$ cat src/rtl/vga_frame_reader.sv
// ---------------------------------------------------------------------------
// vga_frame_reader
//
// Scans a VGA raster and fetches a centred grayscale image from a frame RAM.
// The image size is sampled once per frame (at the first pixel clock of the
// frame). The image is placed in the middle of the visible area, and a linear
// row-major RAM address is produced for every pixel inside it. The RAM returns
// data one clock after the address. The video outputs are registered once
// more, so every output for raster position (h,v) appears two clocks after
// the counters were at (h,v).
//
// Ports
//   clk            pixel clock (sole clock)
//   rst            asynchronous active-high reset
//   CURRENT_WIDTH  width of the image held in frame RAM (1..H_VIS is valid)
//   CURRENT_HEIGHT height of the image held in frame RAM (1..V_VIS is valid)
//   color_in       RAM read data, valid one clock after rd_addr
//   rd_addr        RAM read address, 0 outside the image
//   vga_hsync      horizontal sync, active-low
//   vga_vsync      vertical sync, active-low
//   vga_blank_n    high inside the visible area
//   vga_r/g/b      grayscale pixel, black outside the image
//   frame_done     one-clock pulse after the last visible line has been scanned
// ---------------------------------------------------------------------------
module vga_frame_reader #(
  parameter int H_VIS  = 640,
  parameter int H_FP   = 16,
  parameter int H_SYNC = 96,
  parameter int H_BP   = 48,
  parameter int V_VIS  = 480,
  parameter int V_FP   = 10,
  parameter int V_SYNC = 2,
  parameter int V_BP   = 33
) (
  input  logic        clk,
  input  logic        rst,
  input  logic [9:0]  CURRENT_WIDTH,
  input  logic [9:0]  CURRENT_HEIGHT,
  input  logic [7:0]  color_in,
  output logic [18:0] rd_addr,
  output logic        vga_hsync,
  output logic        vga_vsync,
  output logic        vga_blank_n,
  output logic [7:0]  vga_r,
  output logic [7:0]  vga_g,
  output logic [7:0]  vga_b,
  output logic        frame_done
);

  localparam int H_TOTAL = H_VIS + H_FP + H_SYNC + H_BP;
  localparam int V_TOTAL = V_VIS + V_FP + V_SYNC + V_BP;

  localparam logic [11:0] H_LAST     = 12'(H_TOTAL - 1);
  localparam logic [11:0] V_LAST     = 12'(V_TOTAL - 1);
  localparam logic [11:0] H_VIS_C    = 12'(H_VIS);
  localparam logic [11:0] V_VIS_C    = 12'(V_VIS);
  localparam logic [11:0] V_VIS_LAST = 12'(V_VIS - 1);
  localparam logic [11:0] HS_START   = 12'(H_VIS + H_FP);
  localparam logic [11:0] HS_END     = 12'(H_VIS + H_FP + H_SYNC);
  localparam logic [11:0] VS_START   = 12'(V_VIS + V_FP);
  localparam logic [11:0] VS_END     = 12'(V_VIS + V_FP + V_SYNC);

  // Raster position and per-frame image geometry
  logic [11:0] h_cnt_reg;
  logic [11:0] v_cnt_reg;
  logic [9:0]  w_lat_reg;
  logic [9:0]  h_lat_reg;

  // Incremental address: row_base_reg = (v-y0)*w, col_reg = h-x0
  logic [9:0]  col_reg;
  logic [18:0] row_base_reg;

  // Stage 1 (RAM read in flight) copies of the raster decode
  logic        in_image_d1_reg;
  logic        hsync_d1_reg;
  logic        vsync_d1_reg;
  logic        blank_n_d1_reg;

  logic        frame_start;
  logic        line_end;
  logic [9:0]  w_eff;
  logic [9:0]  h_eff;
  logic [11:0] w_ext;
  logic [11:0] h_ext;
  logic [11:0] x0;
  logic [11:0] y0;
  logic [11:0] x_end;
  logic [11:0] y_end;
  logic        dims_valid;
  logic        col_in;
  logic        row_in;
  logic        in_image;
  logic        hsync_now;
  logic        vsync_now;
  logic        blank_n_now;
  logic [7:0]  pixel;

  assign frame_start = (h_cnt_reg == '0) && (v_cnt_reg == '0);
  assign line_end    = (h_cnt_reg == H_LAST);

  // The latch registers only update at the end of the first pixel clock, so
  // during that one clock the live inputs are the frame's dimensions.
  assign w_eff = frame_start ? CURRENT_WIDTH  : w_lat_reg;
  assign h_eff = frame_start ? CURRENT_HEIGHT : h_lat_reg;
  assign w_ext = {2'b00, w_eff};
  assign h_ext = {2'b00, h_eff};

  assign dims_valid = (w_eff != '0) && (w_ext <= H_VIS_C) &&
                      (h_eff != '0) && (h_ext <= V_VIS_C);

  // Origin is meaningless when the size is invalid; dims_valid masks it.
  assign x0    = (H_VIS_C - w_ext) >> 1;
  assign y0    = (V_VIS_C - h_ext) >> 1;
  assign x_end = x0 + w_ext;
  assign y_end = y0 + h_ext;

  assign col_in   = (h_cnt_reg >= x0) && (h_cnt_reg < x_end);
  assign row_in   = (v_cnt_reg >= y0) && (v_cnt_reg < y_end);
  assign in_image = dims_valid && col_in && row_in;

  assign rd_addr = in_image ? (row_base_reg + {9'b0, col_reg}) : '0;

  assign hsync_now   = !((h_cnt_reg >= HS_START) && (h_cnt_reg < HS_END));
  assign vsync_now   = !((v_cnt_reg >= VS_START) && (v_cnt_reg < VS_END));
  assign blank_n_now = (h_cnt_reg < H_VIS_C) && (v_cnt_reg < V_VIS_C);

  // Blank wins over image data so porches and sync are always black.
  assign pixel = (in_image_d1_reg && blank_n_d1_reg) ? color_in : 8'h00;

  // Raster counters
  always_ff @(posedge clk or posedge rst) begin
    if (rst) begin
      h_cnt_reg <= '0;
      v_cnt_reg <= '0;
    end else if (line_end) begin
      h_cnt_reg <= '0;
      v_cnt_reg <= (v_cnt_reg == V_LAST) ? '0 : v_cnt_reg + 12'd1;
    end else begin
      h_cnt_reg <= h_cnt_reg + 12'd1;
    end
  end

  // Frame geometry, sampled once per frame
  always_ff @(posedge clk or posedge rst) begin
    if (rst) begin
      w_lat_reg <= '0;
      h_lat_reg <= '0;
    end else if (frame_start) begin
      w_lat_reg <= CURRENT_WIDTH;
      h_lat_reg <= CURRENT_HEIGHT;
    end
  end

  // Address accumulators. The column counter sits at 0 until x0 is reached,
  // then counts one per pixel; the row base advances by the width at the end
  // of every image row and restarts at the end of the frame.
  always_ff @(posedge clk or posedge rst) begin
    if (rst) begin
      col_reg      <= '0;
      row_base_reg <= '0;
    end else begin
      if (line_end) begin
        col_reg <= '0;
      end else if (dims_valid && col_in) begin
        col_reg <= col_reg + 10'd1;
      end

      if (line_end) begin
        if (v_cnt_reg == V_LAST) begin
          row_base_reg <= '0;
        end else if (dims_valid && row_in) begin
          row_base_reg <= row_base_reg + {7'b0, w_ext};
        end
      end
    end
  end

  // Stage 1: raster decode delayed to line up with the RAM data
  always_ff @(posedge clk or posedge rst) begin
    if (rst) begin
      in_image_d1_reg <= 1'b0;
      hsync_d1_reg    <= 1'b1;
      vsync_d1_reg    <= 1'b1;
      blank_n_d1_reg  <= 1'b0;
    end else begin
      in_image_d1_reg <= in_image;
      hsync_d1_reg    <= hsync_now;
      vsync_d1_reg    <= vsync_now;
      blank_n_d1_reg  <= blank_n_now;
    end
  end

  // Stage 2: output registers
  always_ff @(posedge clk or posedge rst) begin
    if (rst) begin
      vga_hsync   <= 1'b1;
      vga_vsync   <= 1'b1;
      vga_blank_n <= 1'b0;
      vga_r       <= '0;
      vga_g       <= '0;
      vga_b       <= '0;
      frame_done  <= 1'b0;
    end else begin
      vga_hsync   <= hsync_d1_reg;
      vga_vsync   <= vsync_d1_reg;
      vga_blank_n <= blank_n_d1_reg;
      vga_r       <= pixel;
      vga_g       <= pixel;
      vga_b       <= pixel;
      frame_done  <= line_end && (v_cnt_reg == V_VIS_LAST);
    end
  end

endmodule

$ cat config.mk
export PLATFORM = sky130hd
export DESIGN_NAME = vga_frame_reader
export DESIGN_NICKNAME = d
export VERILOG_FILES = /design/src/rtl/vga_frame_reader.sv
export SDC_FILE = /design/constraint.sdc
export NUM_CORES = 1
export LEC_CHECK = 0
export ABC_AREA = 1
export CAP_MARGIN = 20
export CORE_MARGIN = 2
export CORE_UTILIZATION = 54
export CTS_CLUSTER_DIAMETER = 120
export CTS_CLUSTER_SIZE = 20
export DETAILED_ROUTE_END_ITERATION = 8
export PLACE_DENSITY_LB_ADDON = 0.05
export SETUP_SLACK_MARGIN = 0.2
export SLEW_MARGIN = 20
export SYNTH_ARGS = -nofsm -noshare
export SYNTH_HDL_FRONTEND = slang
export SYNTH_SLANG_ARGS = --single-unit
$ cat constraint.sdc
create_clock -name clk -period 6.3 [get_ports clk]
set_clock_uncertainty 0.05 [all_clocks]
set_input_delay 1.26 -clock clk [delete_from_list [all_inputs] [get_ports clk]]
set_output_delay 1.26 -clock clk [all_outputs]
set_load 0.01 [all_outputs]
Yosys cells after proc, flatten, opt, wreduce, memory -nomap -nowiden
Index checks and enable logic that the tools add are counted.
Widths: inputs -> output; s select.
Operators by class
  shifts and indexed selects: 0
  bitwise operators: 0
  reductions and logical operators: 23
  multiply operators: 0
  add/subtract/negate cells: 9
  div/mod/pow operators: 0
  equal/unequal tests: 3
  $lt $le $gt $ge: 12
  muxes and demuxes: 10
Operators with widths (count)
  $mux 19: 3
  $mux 10: 4
  $add 19x10->19: 2
  $add 11x10->12: 2
  $add 12x1->12 const B: 2
  $eq 12x10->1 const B: 2
  $ge 12x11->1: 2
  $logic_not 12->1: 2
  $lt 12x10->1 const B: 2
  $lt 12x12->1: 2
  $lt 12x9->1 const B: 2
  $mux 12: 2
  $reduce_bool 10->1: 2
  $logic_and 1x1->1: 14
  $eq 12x9->1 const B: 1
  $ge 12x10->1 const B: 1
  $ge 12x9->1 const B: 1
  $sub 10x10->11 const A: 1
  $sub 9x10->11 const A: 1
  $add 10x1->10 const B: 1
  $le 10x10->1 const B: 1
  $le 10x9->1 const B: 1
  $mux 8: 1
  $reduce_bool 2->1: 2
  other kinds (2): 3
Word-level totals
  flip-flop bits (word level): 89
  memories kept: 0
  input bits: 30
  RAM bits: 0
  memory bits (read-only): 0
  bits in latches: 0
  output and inout bits: 47

Logic depth before layout (Yosys ltp)
Gate-level depths: netlist of the first run.
  depth after elaboration: 10
  gate-level depth with buffers: 37
  gate-level depth less buffers: 36

Worst setup path before layout of the first run
OpenSTA, ideal clock, no wires.
  kind: reg2out
  start point: register v_cnt_reg[0]
  end point: output port rd_addr[10]
  path buffers: 2
  data arrival time: 4.873 ns
  stages on the path, launching flop included: 33
  setup slack: 0.117 ns
  required time: 4.990 ns
  cell sequence: dfrtp_1 -> inv_1 -> ha_1 -> inv_1 -> nor2_2 -> nand2_1 -> nor2_4 -> nand3_4 -> buf_6 -> nand2_2 -> nand2_1 -> nor2_2 -> xor2_1 -> inv_1 -> ha_1 -> nand3_1 -> and2_1 -> inv_1 -> a21oi_1 -> o21bai_1 -> a21oi_1 -> o21ai_0 -> nand2_1 -> o21ai_0 -> xnor2_1 -> ha_1 -> a21oi_1 -> o221a_2 -> nand3_1 -> nor3_4 -> inv_2 -> buf_6 -> nor2_1
On the way
  cells in the longest elaborated chain, start to end: 10
  elaborated cells on any way between the ends: 24
Ends and longest elaborated chain
  start: declaration: line 65  | logic [11:0] v_cnt_reg;
  start signal: assignment: line 137  | v_cnt_reg <= (v_cnt_reg == V_LAST) ? '0 : v_cnt_reg + 12'd1;
  $logic_not 12->1 *: line 98  | assign frame_start = (h_cnt_reg == '0) && (v_cnt_reg == '0);
  $logic_and 1x1->1 *: line 98
  $mux 10 *
  net w_eff[2]: line 81  | logic [9:0] w_eff;
  $sub 10x10->11, or another cell as far along: line 112  | assign x0 = (H_VIS_C - w_ext) >> 1;
  $add 11x10->12 or $logic_and 1x1->1 (tied branches): line 114, 108
  $lt 12x12->1 or $logic_and 1x1->1 (tied branches): line 117, 108
  $logic_and 1x1->1, on equally long branches: line 117, 109
  $logic_and 1x1->1 * (2 in series): line 119  | assign in_image = dims_valid && col_in && row_in;
  net in_image: line 92  | logic in_image;
  $mux 19 *: line 121  | assign rd_addr = in_image ? (row_base_reg + {9'b0, col_reg}) : '0;
  end: declaration: line 40  | output logic [18:0] rd_addr,
Mark *: on every way through the listed nets, which the timed path passes. The rest lies on a longest branch.

Final worst setup path of the first run
  start point: input port CURRENT_WIDTH[0]
  end point: output port rd_addr[2]
On the way
  cells in the longest elaborated chain, start to end: 8
  elaborated cells on any way between the ends: 14
Ends and longest elaborated chain
  start: declaration: line 37  | input logic [9:0] CURRENT_WIDTH,
  $mux 10 *
  $sub 10x10->11, or another cell as far along: line 112
  $add 11x10->12 or $logic_and 1x1->1 (tied branches): line 114, 108
  $lt 12x12->1 or $logic_and 1x1->1 (tied branches): line 117, 108
  $logic_and 1x1->1, on equally long branches: line 117, 109
  $logic_and 1x1->1 * (2 in series): line 119
  net in_image: line 92
  $mux 19 *: line 121
Marked as above.

==> results of run 1 <==
[kinds of logic (layout without fill, tap and decap cells)]
| kind of cell | Yosys count | in the layout | synth area share (%) |
|---|---|---|---|
| adder cells (fa/ha/maj) | 96 | 96 | 15.0 |
| AND/OR/NAND/NOR | 528 | 528 | 29.5 |
| buffers and inverters | 206 | 465 | 10.7 |
| AO/OA/AOI/OAI | 148 | 148 | 10.4 |
| flip-flops | 89 | 89 | 27.4 |
| XOR/XNOR | 65 | 65 | 6.98 |
[power groups by stage]
stage	Sequential, mW	Clock, mW	Combinational (mW)
floorplan	0.596	0	0.192
CTS	0.587	0.547	0.358
finish	0.587	0.544	0.411
global route	0.589	0.570	0.450
detailed placement	0.598	0	0.333
global placement	0.598	0	0.327
[final cells by class]
type	count	area (sq um)
Inverter	180	692
Timing Repair inverter	2	15.0
Sequential cell	89	2230
Multi-Input combinational cell	837	5540
Clock inverter	6	62.6
Timing Repair Buffer	268	2190
Fill cell	1062	3460
Clock buffer	9	225
Tap cell	184	230
[stage by stage]
step	utilization (%)	setup slack (ns)	instances	hold WS (ns)	total power, mW
floorplan	-	0.208	1132	0.295	0.787
global placement	69.5	-0.781	1527	0.296	0.924
detailed placement	69.5	-0.846	1527	0.297	0.931
CTS	73.4	-0.262	1562	0.307	1.49
global route	76.4	-0.557	1575	0.309	1.61
finish	76.4	-0.333	1575	0.307	1.54
[worst max path at each step]
stage,start,endpoint,cells after the start
after floorplan,v_cnt_reg[0]$_DFFE_PP0N_,rd_addr[10],33
after global placement,CURRENT_WIDTH[2],rd_addr[11],25
after detailed placement,CURRENT_WIDTH[2],rd_addr[10],25
after CTS,v_cnt_reg[1]$_DFFE_PP0N_,rd_addr[5],31
after global routing,v_cnt_reg[1]$_DFFE_PP0N_,rd_addr[5],33
final,CURRENT_WIDTH[0],rd_addr[2],27
[worst max-delay path: stages]
cell           delay [ns]
dlygate4sd2_1        0.26
o21ai_4              0.25
ha_4                 0.22
nand3_4              0.10
o21ai_2              0.20
nand2_2              0.08
inv_2                0.08
ha_4                 0.22
a21oi_4              0.14
o21ai_4              0.08
a21oi_2              0.14
o21bai_1             0.10
nand2_1              0.08
nand2_1              0.06
a21oi_2              0.19
o21bai_1             0.11
a21oi_1              0.19
xor2_1               0.17
ha_1                 0.26
nand4_1              0.11
o221a_2              0.21
nand3_2              0.09
nor3_4               0.17
buf_12               0.16
clkinvlp_4           0.14
nor2_1               0.12
buf_2                0.13
[timing repair]
| item | 4_1_cts | 5_1_grt |
|---|---|---|
| setup buffers | 18 | 13 |
| setup endpoints to repair | 19 | 19 |
| pin swaps | 38 | 54 |
| gates cloned | 2 | 0 |
| hold endpoints to repair | 0 | 0 |
| resized for setup | 134 | 75 |
[routing by layer]
metal | GRT usage, % | vias up
met5 | 0 | -
met4 | 8.99 | 0
met3 | 4.09 | 49
met2 | 46.3 | 245
met1 | 41.3 | 3908
li1 | - | 4162
[placed cells by master (no fill, tap or decap), types with 4 or more instances in the layout]
cell type	count
nand2_2	22
dfrtp_1	85
nor4_1	9
o21ai_2	8
dfstp_2	4
nand4_1	19
a31oi_1	7
o21ai_1	8
o21ai_0	38
clkbuf_16	9
o21bai_1	6
nand3_4	7
nand3_1	63
nor2_1	95
inv_1	165
buf_2	17
buf_4	182
ha_4	9
nand2_4	5
a21oi_1	47
nand3_2	7
a21oi_2	9
inv_2	11
buf_6	8
xnor2_1	17
a21o_1	5
ha_1	83
clkdlybuf4s50_1	53
nor2_4	13
o21ai_4	5
xor2_1	43
nor3_1	15
nor2_2	15
nand3b_1	6
nand2_1	244
==> results.json, run 1 <==
{
  "clockBufferDepth": 2,
  "cp_data_arrival_time_ns": 5.32,
  "irDropWorstVdd_mv": 0.121,
  "largest_reg_flops": 19,
  "setup_ws_ns": -0.333,
  "grt_overflow": 0,
  "cts_buffers": 9,
  "yosys.area.top_type": "dfrtp_1",
  "avgSynthCellArea_sq_um": 7.20,
  "tightest_slew_ns": 1.01,
  "hp-start": "hsync_d1_reg$_DFF_PP1_",
  "p_int_mw": 1.05,
  "ios": 77,
  "synth_flop_cell": "dfrtp_1",
  "crit_required_ns": 4.99,
  "rr_endpoint": "col_reg[8]$_DFFE_PP0P_",
  "endpoint_kind": "output pin",
  "grt.total_usage_pct": 29.1,
  "antenna_cells": 0,
  "route.met3.wl_um": 1290,
  "yosysMostFrequentCell": "nand2_1",
  "die_area_sq_mm": 0.0161,
  "port_buffers": 76,
  "drt_iter0_markers": 667,
  "maxSlewHeadroom_pct": 32.4,
  "routed_wl_um": 24200,
  "dr.max_layer_used": "met4",
  "pwr-share-comb_pct": 26.7,
  "period_minus_slack_ns": 6.63,
  "cts_tree": "built",
  "pwr-share-clk_pct": 35.3,
  "p_per_area_mw_per_mm2": 138,
  "drc_errors": 0,
  "start_util_pct": 55.7,
  "setup_tns_ns": -5.90,
  "syn_inst": 1132,
  "grt_pass1_vias": 7893,
  "final-setup-viol-count": 19,
  "die_h_um": 127,
  "clock-sinks": 89,
  "fp-row-count": 44,
  "drv_cap": 0,
  "die_w_um": 127,
  "dr.pass1.iters": 6,
  "reg2reg_from": "v_cnt_reg[1]$_DFFE_PP0N_",
  "synth_cell_types": 46,
  "drive_gt1_share_pct": 26.2,
  "outcome": "complete, but fails checks",
  "ant_nets": 0,
  "insertion_delay_ns": 0.35,
  "routedWlPerCell_um": 15.4,
  "p_sw_share_pct": 31.8,
  "p_seq_share_pct": 38.1,
  "synth.area.top_cells": "dfrtp_1 (26%), ha_1 (14%), nand2_1 (12%)",
  "coreArea_sq_mm": 0.0146,
  "synth_common_cells": "nand2_1 (262), inv_1 (175), nor2_1 (106), ha_1 (93), dfrtp_1 (85)",
  "synth_area_sq_mm": 0.00815,
  "ys_seq_elements": 89,
  "fmax_mhz": 151,
  "hold_class": "flip-flop to flip-flop",
  "p_sw_mw": 0.490,
  "htree_levels": 3,
  "antenna_found_initial": 0,
  "grt_start_max_net_pins": 57,
  "met1Wirelength_um": 11200,
  "worstSetupPathType": "input port to output pin",
  "ys_seq_area_share_pct": 27.4,
  "worstRegToRegCells": 33,
  "critPathMaxFanout": 5,
  "finalMaxSlewViolations": 0,
  "whs_endpoint": "vga_hsync$_DFF_PP1_",
  "min_period_over_period_pct": 105,
  "synthArstFlopShare_pct": 100,
  "leakage_nw": 5.87,
  "cts.clk_slew.worst_paths_ns": 0.07,
  "dp_hpwl_um": 17400,
  "rrSetupSlack_ns": 1.14,
  "rsz0062_at_grt": "true",
  "stdcell_area_sq_mm": 0.0112,
  "vias_per_cell": 5.31,
  "syn_to_final_growth_pct": 37.2,
  "vias": 8364,
  "ctsHoldBuffers": 0,
  "hold_violations": 0,
  "synth_nets": 1258,
  "synth_edf_count": 0,
  "whs_path_depth": 0,
  "post_dp_cell_area_sq_mm": 0.0102,
  "yosysTopAreaCellShare_pct": 26.1,
  "nets": 1513,
  "ys_warn_count": 0,
  "violations": "setup timing",
  "grt_pass1_wl_um": 37900,
  "clock-root-buffer": "clkbuf_16",
  "place_congestion": 0.935,
  "critPathLaunchType": "input port",
  "routed-wl-met2_um": 11100
}
Power figures use the tool's default switching activity.
==> run 2, diff against run 1 <==
PLACE_DENSITY = 0.79   (was not set)
PLACE_DENSITY_LB_ADDON = not set   (was 0.05)
==> run 2 against run 1 <==
Via count increased by 10%. Routed wire length increased by 17%. Non-clock buffer count increased by 27. The flow still finishes with violations (setup timing). Fmax decreased by 3.9%. Flip-flop and latch count unchanged. Cell count increased by 1.7%. Worst setup slack got worse by 0.27 ns.
==> results.json, run 2 (synthesis results as in run 1) <==
{
  "grt_pass1_vias": 8466,
  "p_per_area_mw_per_mm2": 135,
  "pwr-share-clk_pct": 34.4,
  "setup_ws_ns": -0.600,
  "grt_start_max_net_pins": 47,
  "die_h_um": 127,
  "total_power_mw": 1.54,
  "routedWlPerCell_um": 17.7,
  "fmax_mhz": 145,
  "place_ws_ns": -0.928,
  "finalMaxSlewViolations": 0,
  "final-setup-viol-count": 19,
  "place_congestion": 0.958,
  "hold_violations": 0,
  "leakage_nw": 5.94,
  "grt_overflow": 0,
  "nets": 1539,
  "holdWs_ns": 0.303,
  "violations": "setup timing",
  "htree_levels": 3,
  "antenna_found_initial": 0,
  "vias": 9231,
  "fillers": 915,
  "drv_cap": 0,
  "maxSlewHeadroom_pct": 30.0,
  "clockBufferDepth": 2,
  "outcome": "complete, but fails checks",
  "insertion_delay_ns": 0.36,
  "period_minus_slack_ns": 6.90,
  "cts_buffers": 9,
  "dr.pass1.iters": 6,
  "whs_path_depth": 0,
  "ant_nets": 0,
  "syn_to_final_growth_pct": 39.9,
  "routed_wl_um": 28300,
  "port_buffers": 76,
  "clock-sinks": 89,
  "start_util_pct": 55.7,
  "fp-row-count": 44,
  "crit_required_ns": 4.99,
  "p_int_mw": 1.06,
  "cp_data_arrival_time_ns": 5.59,
  "coreArea_sq_mm": 0.0146,
  "die_w_um": 127,
  "layout_common_cells": "nand2_1 (249), buf_4 (199), inv_1 (163)",
  "pwr-share-comb_pct": 27.5,
  "dp_hpwl_um": 17000,
  "rrSetupSlack_ns": 0.77,
  "cts_tree": "built",
  "p_sw_mw": 0.481,
  "drive_gt1_share_pct": 27.3,
  "hold_class": "flip-flop to flip-flop",
  "tightest_slew_ns": 1.04,
  "cts.clk_slew.worst_paths_ns": 0.07,
  "drt_iter0_markers": 1015,
  "critPathMaxFanout": 6,
  "antenna_cells": 0,
  "irDropWorstVdd_mv": 0.123,
  "grt.total_usage_pct": 31.6,
  "p_sw_share_pct": 31.2,
  "endpoint_kind": "output pin",
  "ctsHoldBuffers": 0,
  "drc_errors": 0,
  "stdcell_area_sq_mm": 0.0114,
  "critPathLaunchType": "flip-flop",
  "largest_reg_flops": 19,
  "vias_per_cell": 5.76,
  "worstSetupPathType": "flip-flop to output pin",
  "worstRegToRegCells": 32,
  "final_common_cell": "nand2_1",
  "crit_path_top_delay_cell": "dfrtp_1",
  "min_period_over_period_pct": 110,
  "post_dp_cell_area_sq_mm": 0.0101,
  "crit_top_cell": "nand2_2",
  "ios": 77,
  "grt_pass1_wl_um": 40800,
  "p_seq_share_pct": 38.1,
  "clock-root-buffer": "clkbuf_16",
  "die_area_sq_mm": 0.0161,
  "cp_slowest_stage_delay_ns": 0.41,
  "rsz0062_at_grt": "true"
}
==> run 2: cell count changes in the layout (fill, tap and decap cells not counted), sizes merged <==
cell / change
buf: +17
clkbuf: +3
clkdlybuf4s15: +10
clkinv: -1
clkinvlp: +2
inv: -4
==> run 2: final timing paths <==
kind                                    startpoint                     endpoint
hold / removal              vsync_d1_reg$_DFF_PP1_          vga_vsync$_DFF_PP1_
hold reg to reg             vsync_d1_reg$_DFF_PP1_          vga_vsync$_DFF_PP1_
setup / recovery           h_cnt_reg[10]$_DFF_PP0_                   rd_addr[5]
max in group asynchronous                      rst       h_lat_reg[2]$_DFF_PP0_
min in group asynchronous                      rst  row_base_reg[1]$_DFFE_PP0P_
setup reg to reg           h_cnt_reg[10]$_DFF_PP0_       col_reg[7]$_DFFE_PP0P_
==> run 2: layout make-up <==
cell class	instances	area, sq um	area share (%)
flip-flops and latches	89	2230	19.6
inverters	180	682	5.98
clock buffers	12	256	2.25
clock inverters	4	27.5	0.241
multi-input cells	837	5510	48.3
repair inverters	1	7.51	0.0658
well taps	184	230	2.02
repair buffers	295	2460	21.6
==> run 2: per-layer routing <==
metal | wire, um | track usage (%) | share of wire (%)
met5 | 0 | 0 | 0
met4 | 1580 | 15.8 | 5.6
met3 | 2590 | 6.41 | 9.2
met2 | 13200 | 51.0 | 47
met1 | 11000 | 40.4 | 39
==> run 2: worst max-delay path: cells and delay by family (launching register included) <==
kind            cells  cell delay [ns]
flops               1             0.41
fa+ha+maj           3             0.81
xor+xnor            1             0.15
buf+inv             6             0.71
simple gates       14             1.80
compound gates      8             1.34
==> run 2: metrics by stage <==
step / utilization (%) / std cells / setup TNS (ns)
6_report: 77.9 / 1602 / -9.79
5_1_grt: 77.9 / 1602 / -13.70
4_1_cts: 75.2 / 1586 / -5.04
3_5_place_dp: 69.1 / 1520 / -16.84
3_3_place_gp: 69.1 / 1520 / -13.08
2_1_floorplan: - / 1132 / 0
==> run 2: timing repair <==
action	in CTS	in global routing
setup endpoints to repair	19	19
cloned	1	0
gates resized for setup	130	74
pin swaps	38	53
buffers inserted	49	16
==> run 2: power by group through the flow <==
stage / Combinational, mW / Clock, mW / Sequential (mW)
2_1_floorplan: 0.192 / 0 / 0.596
4_1_cts: 0.363 / 0.531 / 0.588
6_report: 0.424 / 0.530 / 0.588
3_5_place_dp: 0.333 / 0 / 0.598
5_1_grt: 0.457 / 0.556 / 0.589
3_3_place_gp: 0.324 / 0 / 0.598
==> run 3, diff against run 2 <==
ABC_AREA = 0   (was 1)
CORE_UTILIZATION = 53   (was 54)
PLACE_DENSITY = 0.78   (was 0.79)
SKIP_CTS_REPAIR_TIMING = 1   (was not set)
==> run 3 against run 2 <==
The run still ends with setup timing left. Critical path depth is 6 lower. Critical endpoint is now rd_addr[15]. Worst setup slack worse by 0.17 ns. Highest routed layer unchanged. Sequential power is 0.7% higher. Non-clock buffer count is 51 lower. First-iteration DRC count is 26% lower. Routed wire length is 18% lower.
==> results.json, run 3 <==
{
  "nets": 1236,
  "start_util_pct": 53.8,
  "antenna_cells": 0,
  "grt_pass1_vias": 7420,
  "fillers": 979,
  "grt_pass1_wl_um": 35700,
  "finalMaxSlewViolations": 0,
  "final-setup-viol-count": 19,
  "maxSlewHeadroom_pct": 34.4,
  "hold_violations": 0,
  "largest_reg_flops": 19,
  "insertion_delay_ns": 0.35,
  "outcome": "complete, but fails checks",
  "hp-start": "hsync_d1_reg$_DFF_PP1_",
  "synth_flop_cell": "dfrtp_1",
  "synth_area_sq_mm": 0.00774,
  "synth_top_family_by_area": "simple AND/OR/NAND/NOR gates",
  "crit_required_ns": 4.99,
  "period_minus_slack_ns": 7.08,
  "dr.pass1.iters": 5,
  "worstRegToRegCells": 31,
  "vias": 7574,
  "p_per_area_mw_per_mm2": 142,
  "worstSetupPathType": "input port to output pin",
  "place_congestion": 0.887,
  "endpoint_kind": "output pin",
  "irDropWorstVdd_mv": 0.167,
  "avgSynthCellArea_sq_um": 8.67,
  "routedWlPerCell_um": 17.9,
  "synth_edf_count": 0,
  "cp_data_arrival_time_ns": 5.77,
  "clock-sinks": 89,
  "syn_inst": 892,
  "fmax_mhz": 141,
  "rsz0062_at_grt": "true",
  "ys_seq_area_share_pct": 28.9,
  "grt_start_max_net_pins": 58,
  "fp-row-count": 44,
  "violations": "setup timing",
  "cts_tree": "built",
  "synth_cell_types": 72,
  "ant_nets": 0,
  "yosys.area.top_type": "dfrtp_1",
  "clock-root-buffer": "clkbuf_16",
  "synth.area.top_cells": "dfrtp_1 (27%), ha_1 (15%), xnor2_1 (5.4%)",
  "vias_per_cell": 5.83,
  "critPathLaunchType": "input port",
  "drive_gt1_share_pct": 27.5,
  "holdWs_ns": 0.312,
  "grt_overflow": 0,
  "cts_buffers": 9,
  "syn_to_final_growth_pct": 36.9,
  "ios": 77,
  "whs_endpoint": "vga_hsync$_DFF_PP1_",
  "synthSimpleGateAreaFrac_pct": 21.0,
  "clockBufferDepth": 2,
  "die_w_um": 125,
  "drv_cap": 0,
  "setup_tns_ns": -13.84,
  "synth_xor_area_share_pct": 7.81,
  "synthArstFlopShare_pct": 100,
  "critPathMaxFanout": 6,
  "setup_ws_ns": -0.775,
  "hold_class": "flip-flop to flip-flop",
  "port_buffers": 76,
  "antenna_found_initial": 0,
  "min_period_over_period_pct": 112,
  "ys_seq_elements": 89,
  "synth_adder_area_share_pct": 15.8,
  "layout_common_cells": "buf_4 (157), ha_1 (89), dfrtp_1 (84)",
  "die_area_sq_mm": 0.0156,
  "drc_errors": 0,
  "rr_endpoint": "row_base_reg[17]$_DFFE_PP0P_",
  "yosysTopAreaCellShare_pct": 27.5,
  "routed_wl_um": 23300,
  "whs_path_depth": 0,
  "ys_warn_count": 0,
  "final_common_cell": "buf_4",
  "coreArea_sq_mm": 0.0144,
  "dp_hpwl_um": 16600,
  "yosysMostFrequentCell": "ha_1",
  "synth_common_cells": "ha_1 (93), dfrtp_1 (85), inv_1 (70), nor2_1 (68), a21oi_1 (65)",
  "final_util_pct": 73.7,
  "cts.clk_slew.worst_paths_ns": 0.07,
  "tightest_slew_ns": 0.959,
  "rrSetupSlack_ns": 0.09,
  "reg2reg_from": "v_cnt_reg[0]$_DFFE_PP0N_",
  "synth_compound_area_share_pct": 16.0,
  "grt.total_usage_pct": 27.9,
  "synth_nets": 1018,
  "die_h_um": 125,
  "drt_iter0_markers": 749,
  "leakage_nw": 5.09,
  "synth.mux.area_fraction_pct": 3.96,
  "htree_levels": 3
}
==> run 3: per-layer routing <==
metal	up-vias	share of wire [%]	wire length, um	global-route usage [%]
li1	3627	-	-	-
met1	3646	41	9420	34.7
met2	250	52	12000	49.3
met3	51	4.9	1140	4.68
met4	0	2.8	654	8.89
met5	-	0	0	0
==> run 3: logic make-up (layout without fill, tap and decap cells) <==
| kind of cell | Yosys count | count (layout) |
|---|---|---|
| XOR/XNOR | 69 | 69 |
| flip-flops | 89 | 89 |
| adder cells (fa/ha/maj) | 96 | 96 |
| multiplexers | 28 | 28 |
| AND/OR/NAND/NOR | 302 | 303 |
| buffers and inverters | 109 | 331 |
| AO/OA/AOI/OAI | 199 | 199 |
==> run 3: per-stage QoR <==
step	cell area (sq um)	cells	power [mW]	setup WS [ns]
after floorplan	7980	892	0.787	-0.0446
after global placement	9870	1270	0.910	-1.16
after detailed placement	9870	1270	0.923	-1.28
after CTS	10200	1286	1.48	-1.32
after global routing	10600	1299	1.57	-1.02
final	10600	1299	1.51	-0.775
==> run 3: layout make-up <==
class	count	area [sq um]	area share (%)
Clock buffer	12	246	2.33
Sequential cell	89	2230	21.1
Timing Repair Buffer	244	2100	19.9
Tap cell	184	230	2.17
Multi-Input combinational cell	695	5450	51.5
Clock inverter	4	53.8	0.508
Inverter	71	272	2.56
==> run 3: worst max-delay path by stage <==
stage	startpoint	to	slack (ns)	depth (start not counted)
after floorplan	h_cnt_reg[0]$_DFF_PP0_	rd_addr[10]	-0.04	30
after global placement	CURRENT_HEIGHT[4]	rd_addr[13]	-1.16	23
after detailed placement	CURRENT_HEIGHT[4]	rd_addr[4]	-1.28	23
after CTS	CURRENT_HEIGHT[4]	rd_addr[4]	-1.32	23
after global routing	v_cnt_reg[0]$_DFFE_PP0N_	rd_addr[15]	-1.02	31
final	CURRENT_HEIGHT[0]	rd_addr[15]	-0.78	26
==> run 3: power breakdown <==
group / leakage [nW] / switching, mW / internal, mW
Sequential: 1.14 / 0.0122 / 0.580
Clock: 0.139 / 0.245 / 0.320
Combinational: 3.81 / 0.176 / 0.175
==> run 3: worst max-delay path, cell delays in order <==
cell	delay, ns
clkdlybuf4s50_1	0.47
buf_4	0.13
nand2_1	0.07
nand2_2	0.08
inv_2	0.04
ha_4	0.19
nor4_4	0.17
a21oi_2	0.07
nor2b_1	0.14
a311o_1	0.14
nand3_2	0.09
o211ai_1	0.31
a32oi_2	0.20
o311ai_2	0.37
xor2_1	0.23
ha_1	0.27
a21o_1	0.18
a21o_1	0.16
a221oi_2	0.27
o21ai_2	0.12
nor3_4	0.18
buf_6	0.15
nand2_8	0.07
clkbuf_16	0.17
a21oi_2	0.09
buf_2	0.13
